### config.mk
export PLATFORM = sky130hd
export DESIGN_NAME = paddle_ctrl_flat
export DESIGN_NICKNAME = d
export VERILOG_FILES = /design/src/rtl/paddle_if.sv /design/src/rtl/paddle_ctrl.sv /design/src/flat_wrapper.sv
export SDC_FILE = /design/constraint.sdc
export NUM_CORES = 1
export LEC_CHECK = 0
export BUFFER_PORTS_ARGS = -buffer_cell sky130_fd_sc_hd__buf_2
export CAP_MARGIN = 20
export CORE_MARGIN = 1
export CORE_UTILIZATION = 45
export CTS_CLUSTER_DIAMETER = 200
export DETAILED_ROUTE_END_ITERATION = 6
export GPL_ROUTABILITY_DRIVEN = 0
export MAX_ROUTING_LAYER = met4
export PLACE_DENSITY = 0.68
export SYNTH_ARGS = -nofsm -noshare
export SYNTH_HDL_FRONTEND = slang
export SYNTH_SLANG_ARGS = --single-unit
### constraint.sdc
create_clock -name clk -period 3.8 [get_ports clk]
set_input_delay 0.38 -clock clk [delete_from_list [all_inputs] [get_ports clk]]
set_output_delay 0.38 -clock clk [all_outputs]
set_load 0.02 [all_outputs]
### src/rtl/paddle_if.sv
// Pong paddle controller bus: frame tick, buttons,
// AI controls in; paddle positions and debounced buttons out.
interface paddle_if;
  logic       refresh_tick;
  logic       btn_up1;
  logic       btn_dn1;
  logic       btn_up2;
  logic       btn_dn2;
  logic       ai_en;
  logic [9:0] ball_y;
  logic [9:0] paddle1_y;
  logic [9:0] paddle2_y;
  logic [3:0] btn_db;

  modport master (
    output refresh_tick, btn_up1, btn_dn1,
    output btn_up2, btn_dn2, ai_en, ball_y,
    input  paddle1_y, paddle2_y, btn_db
  );

  modport slave (
    input  refresh_tick, btn_up1, btn_dn1,
    input  btn_up2, btn_dn2, ai_en, ball_y,
    output paddle1_y, paddle2_y, btn_db
  );
endinterface

### src/rtl/paddle_ctrl.sv
// Two-player pong paddle controller: synchronized, debounced
// buttons drive paddle 1; paddle 2 from buttons or ball-tracking AI.
module paddle_ctrl #(
  parameter int PADDLE_H     = 72,
  parameter int TOP_MARGIN   = 25,
  parameter int SCREEN_H     = 480,
  parameter int PADDLE_SPEED = 4,
  parameter int AI_SPEED     = 2,
  parameter int DEAD_ZONE    = 4,
  parameter int BALL_SIZE    = 8,
  parameter int DEB_CYCLES   = 500000
) (
  input  logic     clk,
  input  logic     reset,
  paddle_if.slave  pif
);

  localparam int CW =
    (DEB_CYCLES > 1) ? $clog2(DEB_CYCLES) : 1;
  localparam logic [CW-1:0] CNT_TOP = CW'(DEB_CYCLES - 1);

  localparam logic [9:0] PMAX =
    10'(SCREEN_H - TOP_MARGIN - PADDLE_H);
  localparam logic [9:0] PRST = PMAX >> 1;
  localparam logic [9:0] SPD  = 10'(PADDLE_SPEED);
  localparam logic [9:0] ASPD = 10'(AI_SPEED);

  localparam logic signed [11:0] DZ_P = 12'(DEAD_ZONE);
  localparam logic signed [11:0] DZ_N = -DZ_P;
  localparam logic [11:0] BALL_C = 12'(BALL_SIZE / 2);
  localparam logic [11:0] PAD_C  =
    12'(TOP_MARGIN + PADDLE_H / 2);

  logic [3:0]    raw;
  logic [3:0]    s1;
  logic [3:0]    s2;
  logic [3:0]    db;
  logic [CW-1:0] cnt [4];

  assign raw = {pif.btn_dn2, pif.btn_up2,
                pif.btn_dn1, pif.btn_up1};

  always_ff @(posedge clk or posedge reset) begin
    if (reset) begin
      s1 <= '0;
      s2 <= '0;
      db <= '0;
      for (int i = 0; i < 4; i++) cnt[i] <= '0;
    end else begin
      s1 <= raw;
      s2 <= s1;
      for (int i = 0; i < 4; i++) begin
        if (s2[i] == db[i]) begin
          cnt[i] <= '0;
        end else if (cnt[i] == CNT_TOP) begin
          cnt[i] <= '0;
          db[i]  <= ~db[i];
        end else begin
          cnt[i] <= cnt[i] + 1'b1;
        end
      end
    end
  end

  // Saturating move; sum kept 11 bits so the top clamp never wraps.
  function automatic logic [9:0] step(
    input logic [9:0] y,
    input logic       up,
    input logic       dn,
    input logic [9:0] spd
  );
    logic [10:0] sum;
    sum  = {1'b0, y} + {1'b0, spd};
    step = y;
    if (up && !dn)
      step = (y < spd) ? '0 : y - spd;
    else if (dn && !up)
      step = (sum > {1'b0, PMAX}) ? PMAX : sum[9:0];
  endfunction

  logic [9:0]        p1;
  logic [9:0]        p2;
  logic [9:0]        p1_nx;
  logic [9:0]        p2_nx;
  logic signed [11:0] err;
  logic              ai_up;
  logic              ai_dn;

  always_comb begin
    err   = '0;
    ai_up = 1'b0;
    ai_dn = 1'b0;
    err   = 12'(pif.ball_y) + BALL_C - 12'(p2) - PAD_C;
    ai_dn = (err > DZ_P);
    ai_up = (err < DZ_N);
  end

  always_comb begin
    p1_nx = step(p1, db[0], db[1], SPD);
    p2_nx = pif.ai_en ? step(p2, ai_up, ai_dn, ASPD)
                      : step(p2, db[2], db[3], SPD);
  end

  always_ff @(posedge clk or posedge reset) begin
    if (reset) begin
      p1 <= PRST;
      p2 <= PRST;
    end else if (pif.refresh_tick) begin
      p1 <= p1_nx;
      p2 <= p2_nx;
    end
  end

  assign pif.paddle1_y = p1;
  assign pif.paddle2_y = p2;
  assign pif.btn_db    = db;

endmodule

### src/flat_wrapper.sv
// flat-port wrapper written by rule: the top's interface ports become plain ports
module paddle_ctrl_flat 
#(
  parameter int PADDLE_H     = 72,
  parameter int TOP_MARGIN   = 25,
  parameter int SCREEN_H     = 480,
  parameter int PADDLE_SPEED = 4,
  parameter int AI_SPEED     = 2,
  parameter int DEAD_ZONE    = 4,
  parameter int BALL_SIZE    = 8,
  parameter int DEB_CYCLES   = 500000
)
  (clk, reset, pif_refresh_tick, pif_btn_up1, pif_btn_dn1, pif_btn_up2, pif_btn_dn2, pif_ai_en, pif_ball_y, pif_paddle1_y, pif_paddle2_y, pif_btn_db);
  paddle_if pif_i ();
  input  logic clk;
  input  logic reset;
  input wire logic [$bits(pif_i.refresh_tick)-1:0] pif_refresh_tick;
  input wire logic [$bits(pif_i.btn_up1)-1:0] pif_btn_up1;
  input wire logic [$bits(pif_i.btn_dn1)-1:0] pif_btn_dn1;
  input wire logic [$bits(pif_i.btn_up2)-1:0] pif_btn_up2;
  input wire logic [$bits(pif_i.btn_dn2)-1:0] pif_btn_dn2;
  input wire logic [$bits(pif_i.ai_en)-1:0] pif_ai_en;
  input wire logic [$bits(pif_i.ball_y)-1:0] pif_ball_y;
  output wire logic [$bits(pif_i.paddle1_y)-1:0] pif_paddle1_y;
  output wire logic [$bits(pif_i.paddle2_y)-1:0] pif_paddle2_y;
  output wire logic [$bits(pif_i.btn_db)-1:0] pif_btn_db;
  assign pif_i.refresh_tick = pif_refresh_tick;
  assign pif_i.btn_up1 = pif_btn_up1;
  assign pif_i.btn_dn1 = pif_btn_dn1;
  assign pif_i.btn_up2 = pif_btn_up2;
  assign pif_i.btn_dn2 = pif_btn_dn2;
  assign pif_i.ai_en = pif_ai_en;
  assign pif_i.ball_y = pif_ball_y;
  assign pif_paddle1_y = pif_i.paddle1_y;
  assign pif_paddle2_y = pif_i.paddle2_y;
  assign pif_btn_db = pif_i.btn_db;
  paddle_ctrl #(.PADDLE_H(PADDLE_H), .TOP_MARGIN(TOP_MARGIN), .SCREEN_H(SCREEN_H), .PADDLE_SPEED(PADDLE_SPEED), .AI_SPEED(AI_SPEED), .DEAD_ZONE(DEAD_ZONE), .BALL_SIZE(BALL_SIZE), .DEB_CYCLES(DEB_CYCLES)) u_core (.clk(clk), .reset(reset), .pif(pif_i));
endmodule
==> impl_metrics.ini, run 1 <==
[outcome]
status = finished, final reports clean

[place]
dpl_cell_area_um2 = 7629
place.port_buffers = 41
dp_hpwl_um = 11210
place_inst = 1070

[cts]
clockBufferDepth = 2
clkTransAtPathRegs_ns = 0.08
numCtsBuffers = 9
clk_latency_ns = 0.36
clock-sinks = 107
cts_tree = built
hold_buffers = 0
ctsRootBufferMaster = clkbuf_16
cts_max_level = 3

[drt]
drc = 0
dr_total_vias = 5937
avgViaCountPerCell = 5.467
final_antenna_net_count = 0
initialDrtViolationCount = 698
first_pass_iters = 5
wire_per_inst_um = 14.29
wirelength_um = 15520

[worst_setup_path]
worstPathRequired_ns = 4.09
crit_arrival_ns = 3.93
crit_path_cell_trace = inv_1 -> ha_1 -> ha_1 -> inv_1 -> fa_2 -> or4_1 -> inv_1 -> nand4_1 -> or4_4 -> a211o_1 -> o21ai_2 -> o22ai_1 -> mux2_2
end_kind = flip-flop
crit_slowest_cell = dfstp_2
crit_fanout = 4
worst-path-buf-inv = 3
cpPeakStageDelay_ns = 0.53
cp_top_family = simple AND/OR/NAND/NOR gates
cp-start-kind = flip-flop
path_class = flip-flop to flip-flop
path_common_cell = inv_1

[synthesis]
syn_inst = 829
netlist_area_um2 = 7147
synth_simple_gate_area_share_pct = 25.05
synth_edf_count = 0
async_reset_ff_share_pct = 100.0
synthAdderAreaFrac_pct = 6.758
synthesis.nets = 885
synth_compound_area_share_pct = 12.50
syn_avg_cell_area_um2 = 8.621
ys_ff_latch = 107
yosysWarnings = 0
ys_seq_area_share_pct = 37.69
synth_top_family_by_area = simple AND/OR/NAND/NOR gates
synth.distinct_cells = 82
synth_mux_area_share_pct = 1.348
synth-main-ff-cell = dfrtp_1
synth-xor-area-share_pct = 11.89

[grt]
grt_pass1_vias = 5536
grt_max_degree = 46
antenna_found_initial = 0
grt_use_met2_pct = 30.69
busiest_layer = met2
grt_usage_pct = 20.76
grt-ovfl-total = 0
met1_usage_pct = 28.59
globalRouteMet3Util_pct = 4.633
grt_pass1_wl_um = 26520

[die]
ioPinCount = 42
core_um2 = 15370
row_count = 45
die_area_um2 = 16390
die_w_um = 128.0
initial_core_util_pct = 46.50
die_h_um = 128.0

[power_and_ir_drop]
switchingPower_uw = 1689
p_leak_uw = 0.003426
power_frac_clock_pct = 22.2
vdd_drop_max_uv = 271.8
p_int_uw = 2538
combPwrFrac_pct = 47.8
powerDensity_nw_per_um2 = 531.8
p_sw_share_pct = 39.96
seq_power_share_pct = 30.0

[finish]
layout_common_cells = nor2_1 (132), dfrtp_1 (94), nand2_1 (59)
fin_nets = 926
layout_commonest_cell = nor2_1
final_area_um2 = 7948
layout-drive-gt1-share_pct = 14.51
stdcell_count = 1086
syn_to_final_growth_pct = 11.20
antenna_cells = 0

[sta]
setup_violations = 0
skew_ns = 0.01017
hold_violations = 0
fmax_mhz = 275.3
min_period_ns = 3.633
rsz0062_at_grt = no
maxSlewHeadroom_pct = 43.73
worst_pin_slew_ns = 0.8423
slew_viol_final = 0
hold_ws_ns = 0.07190
finalCritPeriodShare_pct = 95.60

[run]
max_cap_violations = 0

[worst_hold_path]
hold_path_class = input port to asynchronous set/reset pin
==> layout make-up <==
type / count / area, um^2
repair buffers: 68 / 407.9
well taps: 211 / 264.0
inverters: 38 / 145.1
clock inverters: 6 / 58.81
flip-flops and latches: 107 / 2694
multi-input cells: 646 / 4139
fillers: 1522 / 7423
clock buffers: 10 / 239.0
==> worst paths after layout <==
path	depth (start not counted)	start	slack, ns	to
worst min register to register	0	u_core.s1[0]	0.36	u_core.s2[0]
worst min-delay path	2	reset	0.07	u_core.cnt[61]
worst max register to register	13	u_core.pif.paddle2_y[1]	0.17	u_core.pif.paddle2_y[2]
min in group clk	1	pif_btn_dn2	0.12	u_core.s1[3]
max in group asynchronous	3	reset	2.86	u_core.pif.btn_db[2]
worst max-delay path	13	u_core.pif.paddle2_y[1]	0.17	u_core.pif.paddle2_y[2]
==> registers in the layout, indices dropped and copies added (netlist names) <==
name	flops
u_core.cnt	76
u_core.pif.btn_db	4
u_core.pif.paddle1_y	9
u_core.pif.paddle2_y	10
u_core.s1	4
u_core.s2	4
==> synth_stat cells, drive strengths merged (5+ instances only) <==
cell type | instances | area (um^2)
inv | 37 | 138.9
and3 | 19 | 120.1
nor2b | 8 | 50.05
nand4 | 12 | 75.07
nand3b | 6 | 45.04
or3 | 10 | 63.81
dfstp | 13 | 341.6
xnor2 | 49 | 429.2
nor3 | 15 | 75.07
and2 | 6 | 40.04
xor2 | 48 | 420.4
nand2b | 10 | 62.56
nor2 | 132 | 495.5
nand2 | 60 | 227.7
dfrtp | 94 | 2352
a21oi | 44 | 224.0
ha | 37 | 462.9
o21ai | 34 | 173.9
nand3 | 55 | 280.3
nor4 | 11 | 75.07
a31oi | 6 | 37.54
mux2 | 5 | 56.30
or2 | 6 | 37.54
clkbuf | 30 | 142.6
buf | 8 | 55.05
==> per-layer routing <==
layer | up-vias | routed length, um
li1 | 2952 | -
met1 | 2807 | 7768
met2 | 156 | 6793
met3 | 22 | 699
met4 | 0 | 260
met5 | - | 0
==> logic make-up (layout without fill, tap and decap cells) <==
family          count (synthesis)  after routing
compound gates                135            135
buf+inv                        76            122
xor+xnor                       97             97
simple gates                  367            367
flops                         107            107
mux                             9              9
fa+ha+maj                      38             38
==> stage by stage <==
stage | TNS [ns] | setup slack, ns | utilization, % | total power, uW
floorplan | 0 | 0.03143 | - | 2718
global placement | 0 | 0.01936 | 49.63 | 3221
detailed placement | -0.1747 | -0.06214 | 49.63 | 3244
CTS | 0 | 0.08945 | 51.59 | 4209
global route | 0 | 0.02994 | 51.71 | 4504
finish | 0 | 0.1673 | 51.71 | 4226
==> power groups by stage <==
stage / clock network [uW] / logic, uW / registers [uW]
global placement: 0 / 1930 / 1290
global route: 1010 / 2210 / 1280
finish: 938 / 2020 / 1270
floorplan: 0 / 1350 / 1370
CTS: 972 / 1970 / 1270
detailed placement: 0 / 1950 / 1290
==> timing repair <==
item	in CTS	in global routing
gates resized for setup	1	3
pin swaps	0	1
setup endpoints to repair	2	7
buffers inserted	0	0
Power figures use the tool's default switching activity.
==> run 2: changes to the inputs <==
CORE_UTILIZATION = 40   (was 45)
PLACE_DENSITY = 0.62   (was 0.68)
==> run 2 against run 1 <==
  * Sequential share of layout area fell by 0.23 points
  * Cell count rose by 1.5%
  * Sequential cell count did not move
  * Hold slack improved by 0.070 ns
  * Clock-buffer cell count fell by 1
==> impl_metrics.ini, run 2 (same netlist as run 1, synthesis figures left out) <==
[outcome]
status = finished, final reports clean

[place]
dp_hpwl_um = 11250
pre_cts_ws_ns = -0.06042
place_inst = 1086
place.port_buffers = 41
dpl_cell_area_um2 = 7674

[cts]
cts_tree = built
cts_max_level = 3
hold_buffers = 0
cts_setup_buffers = 0
clkTransAtPathRegs_ns = 0.08
clockBufferDepth = 2
clock-sinks = 107
clk_latency_ns = 0.35
ctsRootBufferMaster = clkbuf_16
numCtsBuffers = 9

[die]
core_um2 = 17360
die_area_um2 = 18410
row_count = 48
initial_core_util_pct = 41.18
die_h_um = 135.7
die_w_um = 135.7
ioPinCount = 42

[finish]
fin_nets = 928
layout_commonest_cell = nor2_1
seq_area_um2 = 2694
layout-drive-gt1-share_pct = 14.60
stdcell_count = 1102
postLayoutCoreUtil_pct = 46.10
antenna_cells = 0
multi_input_area_um2 = 4129
fillCellCount = 1711
top_register = u_core.cnt
final_area_um2 = 8001
layout_common_cells = nor2_1 (132), dfrtp_1 (94), nand2_1 (59)
largest_register_ffs = 76
syn_to_final_growth_pct = 11.96

[sta]
setup_violations = 0
slew_viol_final = 0
finalCritPeriodShare_pct = 95.00
hold_ws_ns = 0.1415
skew_ns = 0.008472
min_period_ns = 3.610
hold_violations = 0
maxSlewHeadroom_pct = 45.44
fmax_mhz = 277.0
worst_pin_slew_ns = 0.8167
rsz0062_at_grt = no
timing.final.ws_setup_ns = 0.1901

[worst_setup_path]
end_kind = flip-flop
critPathLaunch = u_core.pif.paddle2_y[1]
rrSetupSlack_ns = 0.19
crit_fanout = 5
rr_endpoint = u_core.pif.paddle2_y[2]
path_class = flip-flop to flip-flop
r2r_cells = 14
cp-start-kind = flip-flop
crit_arrival_ns = 3.89
r2r_start = u_core.pif.paddle2_y[1]
worstPathRequired_ns = 4.08

[grt]
grt_max_degree = 59
grt_pass1_wl_um = 26480
grt_pass1_vias = 5501
antenna_found_initial = 0
grt_usage_pct = 18.27
grt-ovfl-total = 0

[worst_hold_path]
hold_path_class = input port to flip-flop
min_to = u_core.s1[1]
hold_depth = 1
hold_start = pif_btn_dn1

[drt]
maxUsedRoutingLayer = met4
drc = 0
route.met3.wl_um = 451
wire_per_inst_um = 14.01
final_antenna_net_count = 0
first_pass_iters = 5
avgViaCountPerCell = 5.319
initialDrtViolationCount = 346
wl_met2_um = 6960
dr_total_vias = 5862
wl_met1_um = 7890
wirelength_um = 15440

[power_and_ir_drop]
switchingPower_uw = 1657
combPwrFrac_pct = 46.9
powerDensity_nw_per_um2 = 531.4
seq_power_share_pct = 29.8
p_sw_share_pct = 38.97
vdd_drop_max_uv = 304.3
p_int_uw = 2595
power_frac_clock_pct = 23.2
p_leak_uw = 0.003450

[run]
max_cap_violations = 0
run 2: final cells by class:
type                       count  area share (%)
clock buffer                   9           2.815
multi-input combinational    646           51.60
inverter                      38           1.814
tap                          225           3.518
clock inverter                 7           1.142
timing repair buffer          70           5.442
sequential                   107           33.67
run 2: power by group through the flow:
stage | combinational (uW) | sequential [uW] | clock [uW]
6_report | 2000 | 1270 | 988
5_1_grt | 2220 | 1280 | 1060
4_1_cts | 1970 | 1270 | 1020
3_5_place_dp | 1950 | 1290 | 0
3_3_place_gp | 1960 | 1290 | 0
2_1_floorplan | 1350 | 1370 | 0
run 2: metrics by stage:
step	power, uW	TNS [ns]
finish	4252	0
global route	4560	0
CTS	4253	0
detailed placement	3247	-0.1344
global placement	3255	0
floorplan	2718	0
run 2: timing repair:
action | CTS | global route
gates resized for setup | 0 | 2
endpoints found under the hold margin | 0 | 0
endpoints found under the setup margin | 0 | 10
run 2: how the worst max path moves through the flow:
stage | depth (start not counted) | end | slack [ns]
finish | 14 | u_core.pif.paddle2_y[2] | 0.19
global route | 14 | u_core.pif.paddle2_y[2] | 0.006
CTS | 14 | u_core.pif.paddle2_y[2] | 0.03
detailed placement | 17 | u_core.pif.paddle2_y[2] | -0.06
global placement | 17 | u_core.pif.paddle2_y[2] | 0.0006
floorplan | 16 | u_core.pif.paddle2_y[4] | 0.03
run 2: routing by layer:
metal	up-vias	GRT usage [%]
li1	2966	-
met1	2778	25.56
met2	107	27.64
met3	11	2.993
met4	0	3.933
met5	-	-
run 2: critical path: stages (launching register included):
cell and delay, ns:
dfstp_2 0.53, inv_1 0.08, ha_1 0.29, ha_1 0.16
inv_1 0.05, fa_1 0.41, nand2b_4 0.18, a2111o_1 0.38
o311ai_2 0.11, nand4_1 0.12, or4_4 0.50, a211o_1 0.32
o21ai_2 0.06, o22ai_1 0.08, mux2_2 0.28
